===== config.mk =====
export PLATFORM = sky130hd
export DESIGN_NAME = max_pool_2x2_stride_2_flat
export DESIGN_NICKNAME = d
export VERILOG_FILES = /design/src/rtl/max_pool_2x2_stride_2_pkg.sv /design/src/rtl/max_pool_2x2_stride_2_if.sv /design/src/rtl/max_pool_2x2_stride_2_fp32_max2.sv /design/src/rtl/max_pool_2x2_stride_2.sv /design/src/flat_wrapper.sv
export SDC_FILE = /design/constraint.sdc
export NUM_CORES = 1
export LEC_CHECK = 0
export BUFFER_PORTS_ARGS = -buffer_cell sky130_fd_sc_hd__buf_2
export CORE_ASPECT_RATIO = 1.2
export CORE_MARGIN = 2
export CORE_UTILIZATION = 67
export DETAILED_ROUTE_END_ITERATION = 10
export GPL_TIMING_DRIVEN = 0
export PLACE_DENSITY_LB_ADDON = 0.08
export SLEW_MARGIN = 15
export SYNTH_ARGS = -nofsm -noshare
export SYNTH_HDL_FRONTEND = slang
export SYNTH_SLANG_ARGS = --single-unit

===== constraint.sdc =====
create_clock -name clk -period 16.1 [get_ports clk]
set_input_delay 2.415 -clock clk [delete_from_list [all_inputs] [get_ports clk]]
set_output_delay 2.415 -clock clk [all_outputs]
set_load 0.02 [all_outputs]

===== src/rtl/max_pool_2x2_stride_2_pkg.sv =====
// Shared fp32 definitions for the 2x2/stride-2 max-pool slice.
//   FP32_W / FP32_SIGN_BIT / FP32_POS_ZERO : word width, sign position, +0.0 pattern
//   fp32_sign / fp32_exp / fp32_mant / fp32_mag : field slices of an fp32 word
package max_pool_2x2_stride_2_pkg;

  localparam int FP32_W        = 32;
  localparam int FP32_SIGN_BIT = 31;
  localparam int FP32_EXP_W    = 8;
  localparam int FP32_MANT_W   = 23;

  typedef logic [FP32_W-1:0] fp32_t;

  localparam fp32_t FP32_POS_ZERO = 32'h0000_0000;

  function automatic logic fp32_sign(input fp32_t v);
    return v[FP32_SIGN_BIT];
  endfunction

  function automatic logic [FP32_EXP_W-1:0] fp32_exp(input fp32_t v);
    return v[FP32_SIGN_BIT-1 -: FP32_EXP_W];
  endfunction

  function automatic logic [FP32_MANT_W-1:0] fp32_mant(input fp32_t v);
    return v[FP32_MANT_W-1:0];
  endfunction

  // {exp,mant}: for equal signs this orders magnitudes as an unsigned integer
  function automatic logic [FP32_SIGN_BIT-1:0] fp32_mag(input fp32_t v);
    return {fp32_exp(v), fp32_mant(v)};
  endfunction

endpackage


===== src/rtl/max_pool_2x2_stride_2_if.sv =====
// Pixel stream bundle between the convolution stage, the pooler and the next layer.
//   Data_In/Valid_In                  : fp32 input pixel and its qualifier
//   Data_Out/Valid_Out/Frame_Done     : pooled pixel, its qualifier, end-of-frame pulse
//   master : stream source / result sink side
//   slave  : pooler side
interface max_pool_2x2_stride_2_if;
  import max_pool_2x2_stride_2_pkg::*;

  fp32_t Data_In;
  logic  Valid_In;
  fp32_t Data_Out;
  logic  Valid_Out;
  logic  Frame_Done;

  modport master (
    output Data_In, Valid_In,
    input  Data_Out, Valid_Out, Frame_Done
  );

  modport slave (
    input  Data_In, Valid_In,
    output Data_Out, Valid_Out, Frame_Done
  );

endinterface


===== src/rtl/max_pool_2x2_stride_2_fp32_max2.sv =====
// Combinational two-input fp32 maximum on raw bit patterns (no NaN handling).
//   a_i, b_i : operands
//   max_o    : larger operand; +0.0 beats -0.0, equal patterns pass a_i
module fp32_max2
  import max_pool_2x2_stride_2_pkg::*;
(
  input  fp32_t a_i,
  input  fp32_t b_i,
  output fp32_t max_o
);

  always_comb begin
    max_o = a_i;
    if (fp32_sign(a_i) != fp32_sign(b_i)) begin
      max_o = fp32_sign(a_i) ? b_i : a_i;
    end else if (!fp32_sign(a_i)) begin
      max_o = (fp32_mag(b_i) > fp32_mag(a_i)) ? b_i : a_i;
    end else begin
      // both negative: smaller magnitude is the larger value
      max_o = (fp32_mag(b_i) < fp32_mag(a_i)) ? b_i : a_i;
    end
  end

endmodule


===== src/rtl/max_pool_2x2_stride_2.sv =====
// Streaming 2x2 max-pool, stride 2, on an fp32 raster stream.
//   clk  : rising-edge clock
//   rst  : asynchronous active-low reset
//   pool : slave side of max_pool_2x2_stride_2_if
// Build option: define RELU_FUSE_EN to clamp negative pooled results (incl. -0.0) to +0.0.
module max_pool_2x2_stride_2
  import max_pool_2x2_stride_2_pkg::*;
#(
  parameter int IMG_WIDHT  = 30,
  parameter int IMG_HEIGHT = 30
) (
  input  logic                    clk,
  input  logic                    rst,
  max_pool_2x2_stride_2_if.slave  pool
);

  localparam int COL_W = (IMG_WIDHT  > 2) ? $clog2(IMG_WIDHT)  : 1;
  localparam int ROW_W = (IMG_HEIGHT > 2) ? $clog2(IMG_HEIGHT) : 1;
  localparam int BUF_D = IMG_WIDHT / 2;
  localparam int IDX_W = (BUF_D > 1) ? $clog2(BUF_D) : 1;
  localparam logic [COL_W-1:0] COL_LAST = COL_W'(IMG_WIDHT - 1);
  localparam logic [ROW_W-1:0] ROW_LAST = ROW_W'(IMG_HEIGHT - 1);

  logic [COL_W-1:0] col_q, col_d;
  logic [ROW_W-1:0] row_q, row_d;
  fp32_t            pair_q, pair_d;
  fp32_t            dout_q, dout_d;
  logic             vout_q, vout_d;
  logic             fdone_q, fdone_d;

  // Horizontal maxima of even rows, consumed by the odd row below; no reset needed
  fp32_t            row_buf_q [BUF_D];

  logic             in_beat;
  logic             odd_col;
  logic             odd_row;
  logic [IDX_W-1:0] buf_idx;
  fp32_t            buf_rd;
  fp32_t            h_max;
  fp32_t            v_max;
  fp32_t            pooled;

  assign in_beat = pool.Valid_In;
  assign odd_col = col_q[0];
  assign odd_row = row_q[0];
  assign buf_idx = IDX_W'(col_q >> 1);
  assign buf_rd  = row_buf_q[buf_idx];

  fp32_max2 u_hmax (.a_i(pair_q), .b_i(pool.Data_In), .max_o(h_max));
  fp32_max2 u_vmax (.a_i(h_max),  .b_i(buf_rd),       .max_o(v_max));

`ifdef RELU_FUSE_EN
  assign pooled = fp32_sign(v_max) ? FP32_POS_ZERO : v_max;
`else
  assign pooled = v_max;
`endif

  always_comb begin
    col_d   = col_q;
    row_d   = row_q;
    pair_d  = pair_q;
    dout_d  = dout_q;
    vout_d  = 1'b0;
    fdone_d = 1'b0;
    if (in_beat) begin
      if (!odd_col) begin
        pair_d = pool.Data_In;
      end
      if (odd_col && odd_row) begin
        dout_d  = pooled;
        vout_d  = 1'b1;
        fdone_d = (col_q == COL_LAST) && (row_q == ROW_LAST);
      end
      if (col_q == COL_LAST) begin
        col_d = '0;
        row_d = (row_q == ROW_LAST) ? '0 : row_q + 1'b1;
      end else begin
        col_d = col_q + 1'b1;
      end
    end
  end

  always_ff @(posedge clk or negedge rst) begin
    if (!rst) begin
      col_q   <= '0;
      row_q   <= '0;
      pair_q  <= FP32_POS_ZERO;
      dout_q  <= FP32_POS_ZERO;
      vout_q  <= 1'b0;
      fdone_q <= 1'b0;
    end else begin
      col_q   <= col_d;
      row_q   <= row_d;
      pair_q  <= pair_d;
      dout_q  <= dout_d;
      vout_q  <= vout_d;
      fdone_q <= fdone_d;
    end
  end

  always_ff @(posedge clk) begin
    if (in_beat && odd_col && !odd_row) begin
      row_buf_q[buf_idx] <= h_max;
    end
  end

  assign pool.Data_Out   = dout_q;
  assign pool.Valid_Out  = vout_q;
  assign pool.Frame_Done = fdone_q;

endmodule

===== src/flat_wrapper.sv =====
// flat-port wrapper written by rule: the top's interface ports become plain ports
module max_pool_2x2_stride_2_flat import max_pool_2x2_stride_2_pkg::*;
#(
  parameter int IMG_WIDHT  = 30,
  parameter int IMG_HEIGHT = 30
)
  (clk, rst, pool_Data_In, pool_Valid_In, pool_Data_Out, pool_Valid_Out, pool_Frame_Done);
  max_pool_2x2_stride_2_if pool_i ();
  input  logic clk;
  input  logic rst;
  input wire logic [$bits(pool_i.Data_In)-1:0] pool_Data_In;
  input wire logic [$bits(pool_i.Valid_In)-1:0] pool_Valid_In;
  output wire logic [$bits(pool_i.Data_Out)-1:0] pool_Data_Out;
  output wire logic [$bits(pool_i.Valid_Out)-1:0] pool_Valid_Out;
  output wire logic [$bits(pool_i.Frame_Done)-1:0] pool_Frame_Done;
  assign pool_i.Data_In = pool_Data_In;
  assign pool_i.Valid_In = pool_Valid_In;
  assign pool_Data_Out = pool_i.Data_Out;
  assign pool_Valid_Out = pool_i.Valid_Out;
  assign pool_Frame_Done = pool_i.Frame_Done;
  max_pool_2x2_stride_2 #(.IMG_WIDHT(IMG_WIDHT), .IMG_HEIGHT(IMG_HEIGHT)) u_core (.clk(clk), .rst(rst), .pool(pool_i));
endmodule

==> reports/metrics.csv <==
stage,metric,value,unit
sta,hold_violations,0,
route,vias,15670,
setup_path,crit_required,16.58,ns
setup_path,worstPathArrival,9.55,ns
synth,synth_simple_gate_area_frac,0.05105,
synth,synthCells,1556,
place,dp_hpwl,45620,µm
synth,synth.most_common_cell,edfxtp_1,
setup_path,cp_slowest_cell,a221oi_1,
synth,postSynthAreaPerCell,15.75,µm²
power,p_int,3.081,mW
synth,syn-cell-area,0.02451,mm²
cts,post_cts_buffers,0,
setup_path,crit_type,input pin to register,
synth,syn_nets,1659,
floorplanning,die_y,213.5,µm
setup_path,path_buf_inv,7,
cts,cts_buffer_depth,3,
synth,synth_top_area_frac,0.5881,
final_layout,fin_nets,1825,
cts,clkTransAtPathRegs,0.06,ns
cts,tritoncts,built,
place,gp_congestion,0.9554,
cts,clk_latency,0.58,ns
power,vdd_drop_max,0.1266,mV
synth,post-synth-top-area-cell,edfxtp_1,
global_route,grt_start_max_net_pins,46,
setup_path,crit_chain,"buf_2, ha_1, a21oi_1, o21ai_0, a221oi_1, a21oi_1, o21ba_4, o21ai_2, buf_2, buf_1, a21o_1, inv_1, ha_1, nand4_1, nor3_1, inv_1, o221ai_1, or2_2, mux2i_1, nand2b_1, clkbuf_1, buf_2, o221ai_2, o22ai_1",
sta,fin_ws,7.028,ns
route,viasPerCell,7.021,
setup_path,cpMostUsedCell,buf_2,
synth,seq_area_frac_synth,0.6656,
floorplanning,start_util,0.6819,
route,drc,0,
route,avgRoutedWirePerCell,30.33,µm
power,p_clk_frac,0.237,
synth,synth_edf_count,480,
route,ant_nets,0,
setup_path,crit_fanout,16,
synth,synth.area.mux_share,0.1419,
power,power_switching,1.777,mW
route,wirelength,67700,µm
setup_path,crit_family,compound AO/OA/AOI/OAI gates,
setup_path,start_kind,input pin,
synth,synth_xor_xnor_area_share,0.0003573,
synth,synth_area_leaders,"edfxtp_1 59%, mux4_2 12%, dfrtp_1 7.8%",
sta,fin_skew,0.02156,ns
route,drt_iter0_drc,2098,
synth,yosys_warnings,0,
cts,cts_root_buffer,clkbuf_16,
power,swShare,0.3658,
global_route,grt_pass1_vias,15626,
floorplanning,ios,69,
power,p_comb_frac,0.383,
place,io_buffers,68,
global_route,antenna_found_initial,3,
floorplanning,core,0.03594,mm²
sta,setup-tns-final,0,ns
floorplanning,dieArea,0.03814,mm²
synth,synth_top_family_by_area,multiplexers,
sta,slew-limit-headroom,0.2818,
floorplanning,rows,76,
cts,cts_inserted_buffers,52,
outcome,status,finished clean,
synth,netlist_top_cells_count,"480 x edfxtp_1, 144 x o21ai_0, 140 x nand2_1",
cts,ctsResizeCount,0,
cts,cts.sinks,556,
power,p_leak,9.773,nW
sta,slew_violations,0,
cts,htreeDepth,2,
power,p_seq_frac,0.380,
setup_path,end_kind,register,
final_layout,area.growth.synth_to_final,12.79,%
final_layout,final_area,0.02765,mm²
synth,ys_async_sr_fraction,0.1367,
final_layout,layout-drive-gt1-share,0.2208,
synth,yosysUniqueCellTypes,49,
sta,period_needed,9.072,ns
global_route,gr-total-overflow,0,
sta,post-route-period-util,0.5635,
power,p_per_area,175.7,mW/mm²
global_route,grt_pass1_wl,98470,µm
synth,ys.flop_type,edfxtp_1,
power,p_total,4.858,mW
synth,ys_ff_latch,556,
hold_path,hp-class,register to register,
sta,fmax,110.2,MHz
sta,worst_slew_pin_slew,1.077,ns
synth,synth_compound_area_frac,0.07989,
setup_path,cpPeakStageDelay,0.57,ns
place,pre_cts_slack,6.710,ns
run,cap_violations,0,
floorplanning,die_x,178.6,µm
place,placed_cell_area,0.02607,mm²
route,dr.pass1.iters,5,
synth,synth_fa_ha_area_frac,0.03471,
cts,cts_hold_buf,0,
sta,setup-violations-final,0,
sta,rsz0062_at_grt,false,
global_route,track_usage,0.3647,
==> stage by stage <==
step | hold WS, ns | cells | util
5_1_grt | 0.5133 | 2231 | 0.7690
3_3_place_gp | 0.4639 | 2092 | 0.7077
6_report | 0.4826 | 2232 | 0.7691
2_1_floorplan | 0.4515 | 1556 | -
4_1_cts | 0.4903 | 2230 | 0.7690
3_5_place_dp | 0.4660 | 2136 | 0.7253
==> layer usage <==
layer | part of all wire | routed length (µm) | global-route usage
met5 | 0.00016 | 11 | 0
met4 | 0.052 | 3532 | 0.1679
met3 | 0.11 | 7274 | 0.06383
met2 | 0.48 | 32660 | 0.5833
met1 | 0.36 | 24210 | 0.4995
==> power groups by stage <==
stage               combinational (mW)  sequential (mW)  clock [mW]
finish                            1.86             1.85        1.15
global route                      1.97             1.85        1.21
CTS                               1.82             1.85        1.16
detailed placement                1.80             1.87           0
global placement                  1.73             1.87           0
floorplan                         1.17             1.87           0
==> path summary, 6_finish.rpt <==
check	slack [ns]	from	cells past startpoint	endpoint
max	7.03	pool_Data_In[10]	24	u_core.pool.Data_Out[13]
min	0.48	u_core.pool.Data_Out[16]	2	u_core.pool.Data_Out[16]
max reg2reg	8.48	u_core.pair_q[10]	24	u_core.pool.Data_Out[13]
min reg2reg	0.48	u_core.pool.Data_Out[16]	2	u_core.pool.Data_Out[16]
max in group asynchronous	13.68	rst	2	u_core.pool.Data_Out[2]
min in group asynchronous	1.81	rst	1	u_core.pair_q[23]
==> worst min-delay path: cells and delay by family, from the launching register on <==
family	cells	cell delay [ns]
AND/OR/NAND/NOR	1	0.04
AO/OA/AOI/OAI	1	0.06
flip-flops	1	0.34
==> registers in the layout, indices dropped and copies added, names as in the netlist <==
signal,cells
u_core.col_q,5
u_core.pair_q,32
u_core.pool.Valid_Out,1
u_core.pool.Frame_Done,1
u_core.row_q,5
u_core.row_buf_q,480
u_core.pool.Data_Out,32
==> final cells by class <==
class / count / area, µm²
multi-input combinational: 842 / 7642
tap: 468 / 585.6
timing repair buffer: 112 / 878.3
clock inverter: 29 / 177.7
buffer: 86 / 377.9
fill: 2094 / 8299
clock buffer: 65 / 1393
antenna: 2 / 5.005
inverter: 72 / 270.3
sequential: 556 / 16320
==> kinds of logic (layout without fill, tap and decap cells) <==
| kind of cell | after synthesis | count (layout) |
|---|---|---|
| AOI/OAI and AO/OA | 306 | 306 |
| and+or+nand+nor | 281 | 281 |
| other | 0 | 2 |
| xor gates and xnor gates | 1 | 1 |
| muxes | 186 | 186 |
| adders and majority gates | 68 | 68 |
| DFF | 556 | 556 |
| buffers and inverters | 158 | 364 |
==> placed cells by master (no fill, tap or decap), types with 23 or more instances in the layout <==
cell / count
a21oi_1: 26
dfrtp_1: 76
inv_1: 72
buf_2: 96
nand2b_1: 25
nor3_1: 26
nand2_1: 140
ha_1: 68
clkbuf_16: 54
mux4_2: 128
a211oi_1: 24
buf_4: 27
mux2i_1: 46
a21o_1: 23
clkbuf_1: 63
edfxtp_1: 480
o22ai_1: 23
o21ai_0: 144
nor2_1: 37
Power figures use the tool's default switching activity.
